--- src/rtl/cpu_pkg.sv ---
// Shared CPU definitions used by the EX-stage divider.
package cpu_pkg;

    localparam int WIDTH    = 32;
    localparam int DIV_ITER = 32;

    // HI/LO write-enable encoding consumed by the EX/MEM register
    localparam logic [1:0] HILO_NONE = 2'b00;
    localparam logic [1:0] HILO_BOTH = 2'b11;

    typedef enum logic [1:0] {
        DIV_IDLE,
        DIV_CALC,
        DIV_DONE
    } div_state_t;

endpackage

--- src/rtl/div_step.sv ---
// One radix-2 restoring division step: shift {rem, quo} left, then subtract
// the divisor magnitude when it fits and record the quotient bit.
module div_step #(
    parameter int WIDTH = 32
) (
    input  logic [WIDTH-1:0] rem,
    input  logic [WIDTH-1:0] quo,
    input  logic [WIDTH-1:0] divisor,
    output logic [WIDTH-1:0] rem_next,
    output logic [WIDTH-1:0] quo_next
);

    // One extra bit so the shifted remainder never overflows before the compare
    logic [WIDTH:0] shifted;

    always_comb begin
        shifted = {rem, quo[WIDTH-1]};
        if (shifted >= {1'b0, divisor}) begin
            rem_next = shifted[WIDTH-1:0] - divisor;
            quo_next = {quo[WIDTH-2:0], 1'b1};
        end else begin
            rem_next = shifted[WIDTH-1:0];
            quo_next = {quo[WIDTH-2:0], 1'b0};
        end
    end

endmodule

--- src/rtl/div_unit.sv ---
// Multi-cycle DIV/DIVU unit: one quotient bit per cycle on operand magnitudes,
// signs restored on the final step so HI/LO are registered when ready_o rises.
module div_unit
    import cpu_pkg::*;
#(
    parameter int WIDTH = cpu_pkg::WIDTH
) (
    input  logic             clk,
    input  logic             rst,
    input  logic             start_i,
    input  logic             signed_i,
    input  logic [WIDTH-1:0] dividend_i,
    input  logic [WIDTH-1:0] divisor_i,
    input  logic             cancel_i,
    output logic             busy_o,
    output logic             ready_o,
    output logic [WIDTH-1:0] HI_data_o,
    output logic [WIDTH-1:0] LO_data_o,
    output logic [1:0]       writeHILO_o,
    output logic             divByZero_o
);

    localparam int CNT_W = $clog2(WIDTH);
    localparam logic [CNT_W-1:0] LAST = CNT_W'(WIDTH - 1);

    div_state_t       state, state_next;
    logic [CNT_W-1:0] cnt, cnt_next;
    logic [WIDTH-1:0] rem, rem_next, quo, quo_next, dvsr, dvsr_next;
    logic [WIDTH-1:0] hi_q, hi_next, lo_q, lo_next;
    logic [WIDTH-1:0] step_rem, step_quo, dd_mag, dv_mag;
    logic             q_neg, q_neg_next, r_neg, r_neg_next;
    logic             busy_q, ready_q, dbz_q, dbz_next;
    logic [1:0]       hilo_q;

    div_step #(.WIDTH(WIDTH)) u_step (
        .rem      (rem),
        .quo      (quo),
        .divisor  (dvsr),
        .rem_next (step_rem),
        .quo_next (step_quo)
    );

    assign dd_mag = (signed_i && dividend_i[WIDTH-1]) ? -dividend_i : dividend_i;
    assign dv_mag = (signed_i && divisor_i[WIDTH-1])  ? -divisor_i  : divisor_i;

    always_ff @(posedge clk or negedge rst) begin
        if (!rst) state <= DIV_IDLE;
        else      state <= state_next;
    end

    always_comb begin
        state_next = state;
        cnt_next   = cnt;
        rem_next   = rem;
        quo_next   = quo;
        dvsr_next  = dvsr;
        q_neg_next = q_neg;
        r_neg_next = r_neg;
        hi_next    = hi_q;
        lo_next    = lo_q;
        dbz_next   = 1'b0;
        case (state)
            DIV_IDLE, DIV_DONE: begin
                state_next = DIV_IDLE;
                if (start_i) begin
                    if (divisor_i == '0) begin
                        state_next = DIV_DONE;
                        hi_next    = dividend_i;
                        lo_next    = '1;
                        dbz_next   = 1'b1;
                    end else begin
                        state_next = DIV_CALC;
                        rem_next   = '0;
                        quo_next   = dd_mag;
                        dvsr_next  = dv_mag;
                        cnt_next   = '0;
                        q_neg_next = signed_i & (dividend_i[WIDTH-1] ^ divisor_i[WIDTH-1]);
                        r_neg_next = signed_i & dividend_i[WIDTH-1];
                    end
                end
            end
            DIV_CALC: begin
                rem_next = step_rem;
                quo_next = step_quo;
                cnt_next = cnt + 1'b1;
                if (cnt == LAST) begin
                    state_next = DIV_DONE;
                    lo_next    = q_neg ? -step_quo : step_quo;
                    hi_next    = r_neg ? -step_rem : step_rem;
                end
            end
            default: state_next = DIV_IDLE;
        endcase
        // A flush wins over everything and must leave the old result untouched
        if (cancel_i) begin
            state_next = DIV_IDLE;
            hi_next    = hi_q;
            lo_next    = lo_q;
            dbz_next   = 1'b0;
        end
    end

    always_ff @(posedge clk or negedge rst) begin
        if (!rst) begin
            cnt     <= '0;
            rem     <= '0;
            quo     <= '0;
            dvsr    <= '0;
            q_neg   <= 1'b0;
            r_neg   <= 1'b0;
            hi_q    <= '0;
            lo_q    <= '0;
            dbz_q   <= 1'b0;
            busy_q  <= 1'b0;
            ready_q <= 1'b0;
            hilo_q  <= HILO_NONE;
        end else begin
            cnt     <= cnt_next;
            rem     <= rem_next;
            quo     <= quo_next;
            dvsr    <= dvsr_next;
            q_neg   <= q_neg_next;
            r_neg   <= r_neg_next;
            hi_q    <= hi_next;
            lo_q    <= lo_next;
            dbz_q   <= dbz_next;
            busy_q  <= (state_next == DIV_CALC);
            ready_q <= (state_next == DIV_DONE);
            hilo_q  <= (state_next == DIV_DONE) ? HILO_BOTH : HILO_NONE;
        end
    end

    assign busy_o      = busy_q;
    assign ready_o     = ready_q;
    assign HI_data_o   = hi_q;
    assign LO_data_o   = lo_q;
    assign writeHILO_o = hilo_q;
    assign divByZero_o = dbz_q;

endmodule

--- config.mk ---
export PLATFORM = sky130hd
export DESIGN_NAME = div_unit
export DESIGN_NICKNAME = d
export VERILOG_FILES = /design/src/rtl/cpu_pkg.sv /design/src/rtl/div_step.sv /design/src/rtl/div_unit.sv
export SDC_FILE = /design/constraint.sdc
export NUM_CORES = 1
export LEC_CHECK = 0
export CORE_AREA = 2 2 137 193
export CTS_CLUSTER_DIAMETER = 150
export DETAILED_ROUTE_END_ITERATION = 8
export DIE_AREA = 0 0 139 195
export HOLD_SLACK_MARGIN = 0.05
export PLACE_DENSITY = 0.72
export RECOVER_POWER = 100
export SYNTH_ARGS = -nofsm -noshare
export SYNTH_HDL_FRONTEND = slang
export SYNTH_SLANG_ARGS = --single-unit
--- constraint.sdc ---
create_clock -name clk -period 4.65 [get_ports clk]
set_input_delay 0.93 -clock clk [delete_from_list [all_inputs] [get_ports clk]]
set_output_delay 0.93 -clock clk [all_outputs]
set_load 0.01 [all_outputs]
======== After elaboration in Yosys (flattened, before gate mapping) ========
Cells that the tools add are included.
word-level totals
  register bits ........................... 174
  latch bits .............................. 0
  RAM bits ................................ 0
  bits in read-only memories .............. 0
  input port bits ......................... 69
  memories ................................ 0
operators by class
  add/subtract/negate cells ............... 6
  multiply operators ...................... 0
  divide/modulo/power cells ............... 0
  order comparisons ....................... 1
  eq/ne operators ......................... 9
  shift-type cells ........................ 0
  multiplexer cells ....................... 33
  bitwise logic cells ..................... 5
  reduce and logical (&&, ||, !) cells .... 9
operator list
  kind                 count
  $mux 32              15
  $pmux 32 s2          4
  $neg 32->32          4
  $ge 33x32->1         1
  $logic_not 32->1     1
  $sub 32x32->32       1
  $mux 2               5
  $mux 5               2
  $pmux 5 s2           1
  $ne 2x2->1 const B   4
  $reduce_and 3->1     2
  $add 5x1->5 const B  1
  $eq 5x5->1 const B   1
  $mux 1               5
  $reduce_and 5->1     1
  $eq 2x1->1 const B   2
  $eq 2x2->1 const B   2
  $pmux 2 s2           1
  $and 1x1->1          2
  $logic_and 1x1->1    2
  $logic_not 2->1      1
  $not 1->1            2
  $reduce_bool 2->1    1
  $reduce_or 2->1      1
  $xor 1x1->1          1

======== Depth between registers and ports, before layout ========
  word-level depth ........................ 7
  depth in mapped cells ................... 24
  depth with buffers taken out ............ 20

======== By module ========
Synthesis repeated with hierarchy kept, for this count alone.
second synthesis, totals
  cells, all modules ...................... 1454
  area, all modules ....................... 12037.8 um^2
by module, submodules not included
  module    times used  cells an instance  area an instance (um^2)  sequential area each (um^2)
  div_unit  1           1061               9444.1                   4304.1
  div_step  1           393                2593.7                   0.0

======== Worst setup path after synthesis ========
OpenSTA, ideal clock, no wires.
  path kind ............................... register to register
  from .................................... register rem[17]
  to ...................................... register hi_q[26] (netlist: HI_data_o[26])
  library setup time ...................... 0.130 ns
  arrival ................................. 4.834 ns
  slack ................................... -0.314 ns
  cell stages (with the launch flop) ...... 22
  path buffers ............................ 3
  clock period less this slack ............ 4.964 ns
  cell sequence ........................... dfrtp_1 > ha_1 > clkbuf_1 > a21oi_1 > o221ai_1 > o21ai_1 > o221ai_2 > or2_4 > inv_2 > buf_2 > buf_1 > mux2i_1 > ha_1 > nand2_1 > a2111oi_0 > nor3b_1 > nand4_1 > nor3b_1 > or4_1 > a21oi_1 > xnor2_1 > o21ai_1
on the way
  word-level cells in the longest chain between the ends .. 6
ends and longest elaborated chain
  element                                                line                            RTL
  start, declared                                        div_unit.sv:28                  logic [WIDTH-1:0] rem, rem_next, quo, quo_next, dvsr, dvsr_next;
  start signal, assigned                                 div_unit.sv:119                 rem <= rem_next;
  $sub 32x32->32 / $ge 33x32->1 (equally long branches)  div_step.sv:19, div_step.sv:18
  $mux 32 (*)                                            div_step.sv:18                  if (shifted >= {1'b0, divisor}) begin
  $neg 32->32                                            div_unit.sv:89                  hi_next = r_neg ? -step_rem : step_rem;
  $mux 32 (*)                                            div_unit.sv:89
  $mux 32 (*)                                            div_unit.sv:86                  if (cnt == LAST) begin
  $pmux 32 s2 (*)                                        div_unit.sv:62                  case (state)
  end signal, assigned                                   div_unit.sv:124                 hi_q <= hi_next;
  end, declared                                          div_unit.sv:29                  logic [WIDTH-1:0] hi_q, hi_next, lo_q, lo_next;
Mark *: on every way between the ends. The rest lies on a longest branch, timed or not. The select of a mux whose other input is x is not followed.
A chain may end at the register's enable or synchronous reset.

======== Worst setup path after layout ========
  from .................................... register dvsr[29]
  to ...................................... register hi_q[30] (netlist: HI_data_o[30])
on the way
  word-level cells in the longest chain between the ends .. 6
ends and longest elaborated chain
  element                                                line                            RTL
  start, declared                                        div_unit.sv:28
  start signal, assigned                                 div_unit.sv:121                 dvsr <= dvsr_next;
  $sub 32x32->32 / $ge 33x32->1 (equally long branches)  div_step.sv:19, div_step.sv:18
  $mux 32 (*)                                            div_step.sv:18
  $neg 32->32                                            div_unit.sv:89
  $mux 32 (*)                                            div_unit.sv:89
  $mux 32 (*)                                            div_unit.sv:86
  $pmux 32 s2 (*)                                        div_unit.sv:62
Marked as above.

==> summary.txt <==
Status
  • Status: finished, violations left
  • Failing checks: capacitance limit, slew limit

Critical path
  • Reg-to-Reg Start: dvsr[29]
  • Worst EP arrival: 4.90 ns
  • Crit Path Category: reg2reg
  • Startpoint Class: register
  • Worst reg2reg path depth: 21
  • Crit Path Max Fanout: 5
  • Required time worst endpoint: 4.95 ns
  • R2R setup slack: 0.05 ns
  • CP endpoint kind: register
  • R2R Path End: HI_data_o[30]

Logic synthesis
  • Synth area leader: dfrtp_1
  • Top FF cell, synth: dfrtp_1
  • Mapped Cells: 1545
  • Post-Syn Area: 0.01252 mm²
  • Syn nets: 1653
  • Async set or reset register ratio after synthesis: 100.0%
  • Syn_area_per_cell: 8.104 µm²
  • Ys Warns: 0
  • Synth area leaders: dfrtp_1, o21ai_0, xor2_1, a21oi_1, nand2_1
  • Post-synth EDFFs: 0
  • Share of the synthesized area in the top cell type: 34.38%
  • Synthesized flop and latch total: 172
  • Sequential area share after synthesis: 34.38%
  • Yosys cell types: 93

Floorplanning
  • IO Count: 138
  • Num rows: 69
  • Die X: 139 µm
  • Die area: 0.02711 mm²
  • Core area: 0.02521 mm²
  • Die span in y: 195 µm
  • Initial Utilization: 49.67%

Timing
  • Fin crit period: 4.598 ns
  • Final setup margin: 0.05206 ns
  • Max Slew Vio Count: 158
  • Setup Viol. Count Final: 0
  • Max frequency: 0.2175 GHz
  • Setup Skew: 0.009399 ns
  • Worst hold slack: 0.4863 ns
  • Period utilisation layout: 98.88%
  • Setup TNS: 0 ns
  • Max-slew headroom at the worst pin: -59.87%
  • Slew @ Worst Pin: 2.398 ns
  • RSZ-0062 raised after global routing: yes
  • Final Hold Fails: 0

Drt
  • Vias/cell: 5.867
  • DRC Markers: 0
  • Routed len/inst: 19.06 µm
  • Final wirelength: 38.89 mm
  • DRT Pass-1 Iters: 5
  • Post-route ant nets: 0
  • Initial drt markers: 646
  • Via count: 11968

Global route
  • Routing usage on met1: 34.07%
  • Grt peak-use layer: met2
  • Largest net degree at the start of global routing: 89
  • GR Util met3: 3.359%
  • Overflow after GRT: 0
  • Initial antenna violation count: 0
  • Vias in the first global route: 11878
  • GR Util met2: 52.58%
  • First-pass GRT wire length: 61.78 mm
  • All-Layer GR Usage: 28.43%

Clocking
  • CTS Root Cell: clkbuf_16
  • Clk buf depth: 2
  • Clock transition time at the flip-flop clock pins of the worst setup and hold paths: 0.07 ns
  • CTS tree: done
  • Max H-tree Level: 4
  • Clock buffers created by TritonCTS: 17
  • Worst-Skew Late Latency: 0.44 ns
  • CTS sink count: 172

Worst hold path
  • Worst hold path endpoint: dvsr[27]
  • Hold path depth: 2
  • Hold Startpoint: dvsr[27]
  • Worst hold path type: reg2reg

Power and ir drop
  • Total power: 4915 µW
  • Total power divided by cell area: 320.4 mW/mm²
  • Leak Pwr: 0.006556 µW
  • VDD IR-drop max: 0.0003200 V

Final layout
  • Layout area overhead: 22.52%
  • Share of cells above drive strength 1: 10.87%
  • Final Util: 60.85%
  • Nets: 1816
  • Antenna diode count: 0
  • Number of fill cells: 2312

Placement
  • Hpwl dp: 29.49 mm
  • Placement Setup Slack: -0.1026 ns
  • RD Place Congestion: 0.9541
  • IO buf count: 137

Job
  • Maxcap violations: 3
## layout make-up
class | count | area (µm²) | area share [%]
Inverter | 58 | 217.7 | 1.419
Clock inverter | 12 | 185.2 | 1.207
Multi-Input combinational cell | 1224 | 7726 | 50.36
Tap cell | 319 | 399.1 | 2.602
Timing Repair Buffer | 235 | 2062 | 13.44
Clock buffer | 20 | 446.7 | 2.912
Sequential cell | 172 | 4304 | 28.06
## cell usage in the layout, fill, tap and decap left out, types with 32 or more instances in the layout
cell,instances
buf_4,84
xnor2_1,63
inv_1,55
nand3_1,52
nand2_1,176
o31ai_1,32
o21ai_0,196
a21oi_1,130
nor2_1,130
clkdlybuf4s50_1,65
dfrtp_1,172
ha_1,32
nor3_1,36
xor2_1,80
dlygate4sd3_1,71
## worst max-delay path: stages, from the launching register on
cell and delay (ns):
dfrtp_1 0.39, inv_2 0.09, ha_4 0.21, o21a_1 0.18, o21a_1 0.21, o32ai_4 0.35
o221ai_2 0.18, or2_4 0.29, buf_4 0.17, o21ai_2 0.16, ha_2 0.23, nand2_2 0.06
or3_4 0.34, nand3b_1 0.21, nor3_2 0.20, a31oi_2 0.08, a2111oi_2 0.42, buf_4 0.20
nand2_4 0.06, o31ai_4 0.22, xnor2_1 0.14, o22ai_1 0.08
## logic make-up after synthesis
kind of cell               after synthesis  synth area share [%]
and+or+nand+nor                        518                 19.78
AOI/OAI and AO/OA                      503                 24.47
adders and majority gates               39                 3.957
muxes                                   21                 1.729
buffers and inverters                  149                 5.686
xor gates and xnor gates               143                 10.00
DFF                                    172                 34.38
## synthesized netlist by cell type (11+ instances only)
| master | n |
|---|---|
| o21ai_0 | 197 |
| nand3_1 | 53 |
| a21oi_1 | 135 |
| buf_6 | 11 |
| nand4_1 | 11 |
| nor3_1 | 37 |
| nor4_1 | 19 |
| xnor2_1 | 63 |
| o31ai_1 | 32 |
| or3_1 | 18 |
| a31oi_1 | 20 |
| ha_1 | 38 |
| clkbuf_1 | 61 |
| dfrtp_1 | 172 |
| xor2_1 | 80 |
| mux2i_1 | 18 |
| nor2_1 | 131 |
| nand2_1 | 178 |
| inv_1 | 55 |
## what timing repair did
item                                    4_1_cts  5_1_grt
buffers inserted                              1        3
hold buffers                                  0        0
pin swaps                                     0       14
endpoints found under the setup margin        5       10
resized for setup                             3       29
endpoints found under the hold margin         0        0
## flip-flops by register name, indices dropped and copies added, names as in the netlist
name and flops:
q_neg 1, r_neg 1, state 2, quo 32, HI_data_o 32, writeHILO_o 1, LO_data_o 32, rem 32
dvsr 32, busy_o 1, divByZero_o 1, cnt 5
## metrics by stage
stage,cell area (µm²),cells
4_1_cts,15260,2037
2_1_floorplan,12550,1545
3_3_place_gp,14610,2004
5_1_grt,15340,2040
3_5_place_dp,14610,2004
6_report,15340,2040
## worst max path at each step
stage | startpoint | end | cells past startpoint | slack, ns
floorplan | rem[2] | HI_data_o[26] | 21 | 0.02
global placement | rem[29] | HI_data_o[26] | 18 | 0.12
detailed placement | rem[29] | HI_data_o[26] | 18 | -0.10
CTS | rem[21] | HI_data_o[26] | 18 | 0.02
global route | dvsr[29] | HI_data_o[30] | 21 | -0.17
finish | dvsr[29] | HI_data_o[30] | 21 | 0.05
## power breakdown
part | switching [µW] | internal (µW) | leakage (µW)
clock | 644 | 922 | 0.000299
combinational | 905 | 644 | 0.00404
sequential | 151 | 1650 | 0.00221
total | 1700 | 3220 | 0.00656
## metal layers
| metal | wire length (µm) | vias to the layer above | share of wire, % |
|---|---|---|---|
| met2 | 20420 | 345 | 53 |
| met4 | 1027 | 0 | 2.6 |
| met1 | 16070 | 5690 | 41 |
| li1 | - | 5874 | - |
| met5 | 0 | - | 0 |
| met3 | 1366 | 59 | 3.5 |
Power figures use the tool's default switching activity.
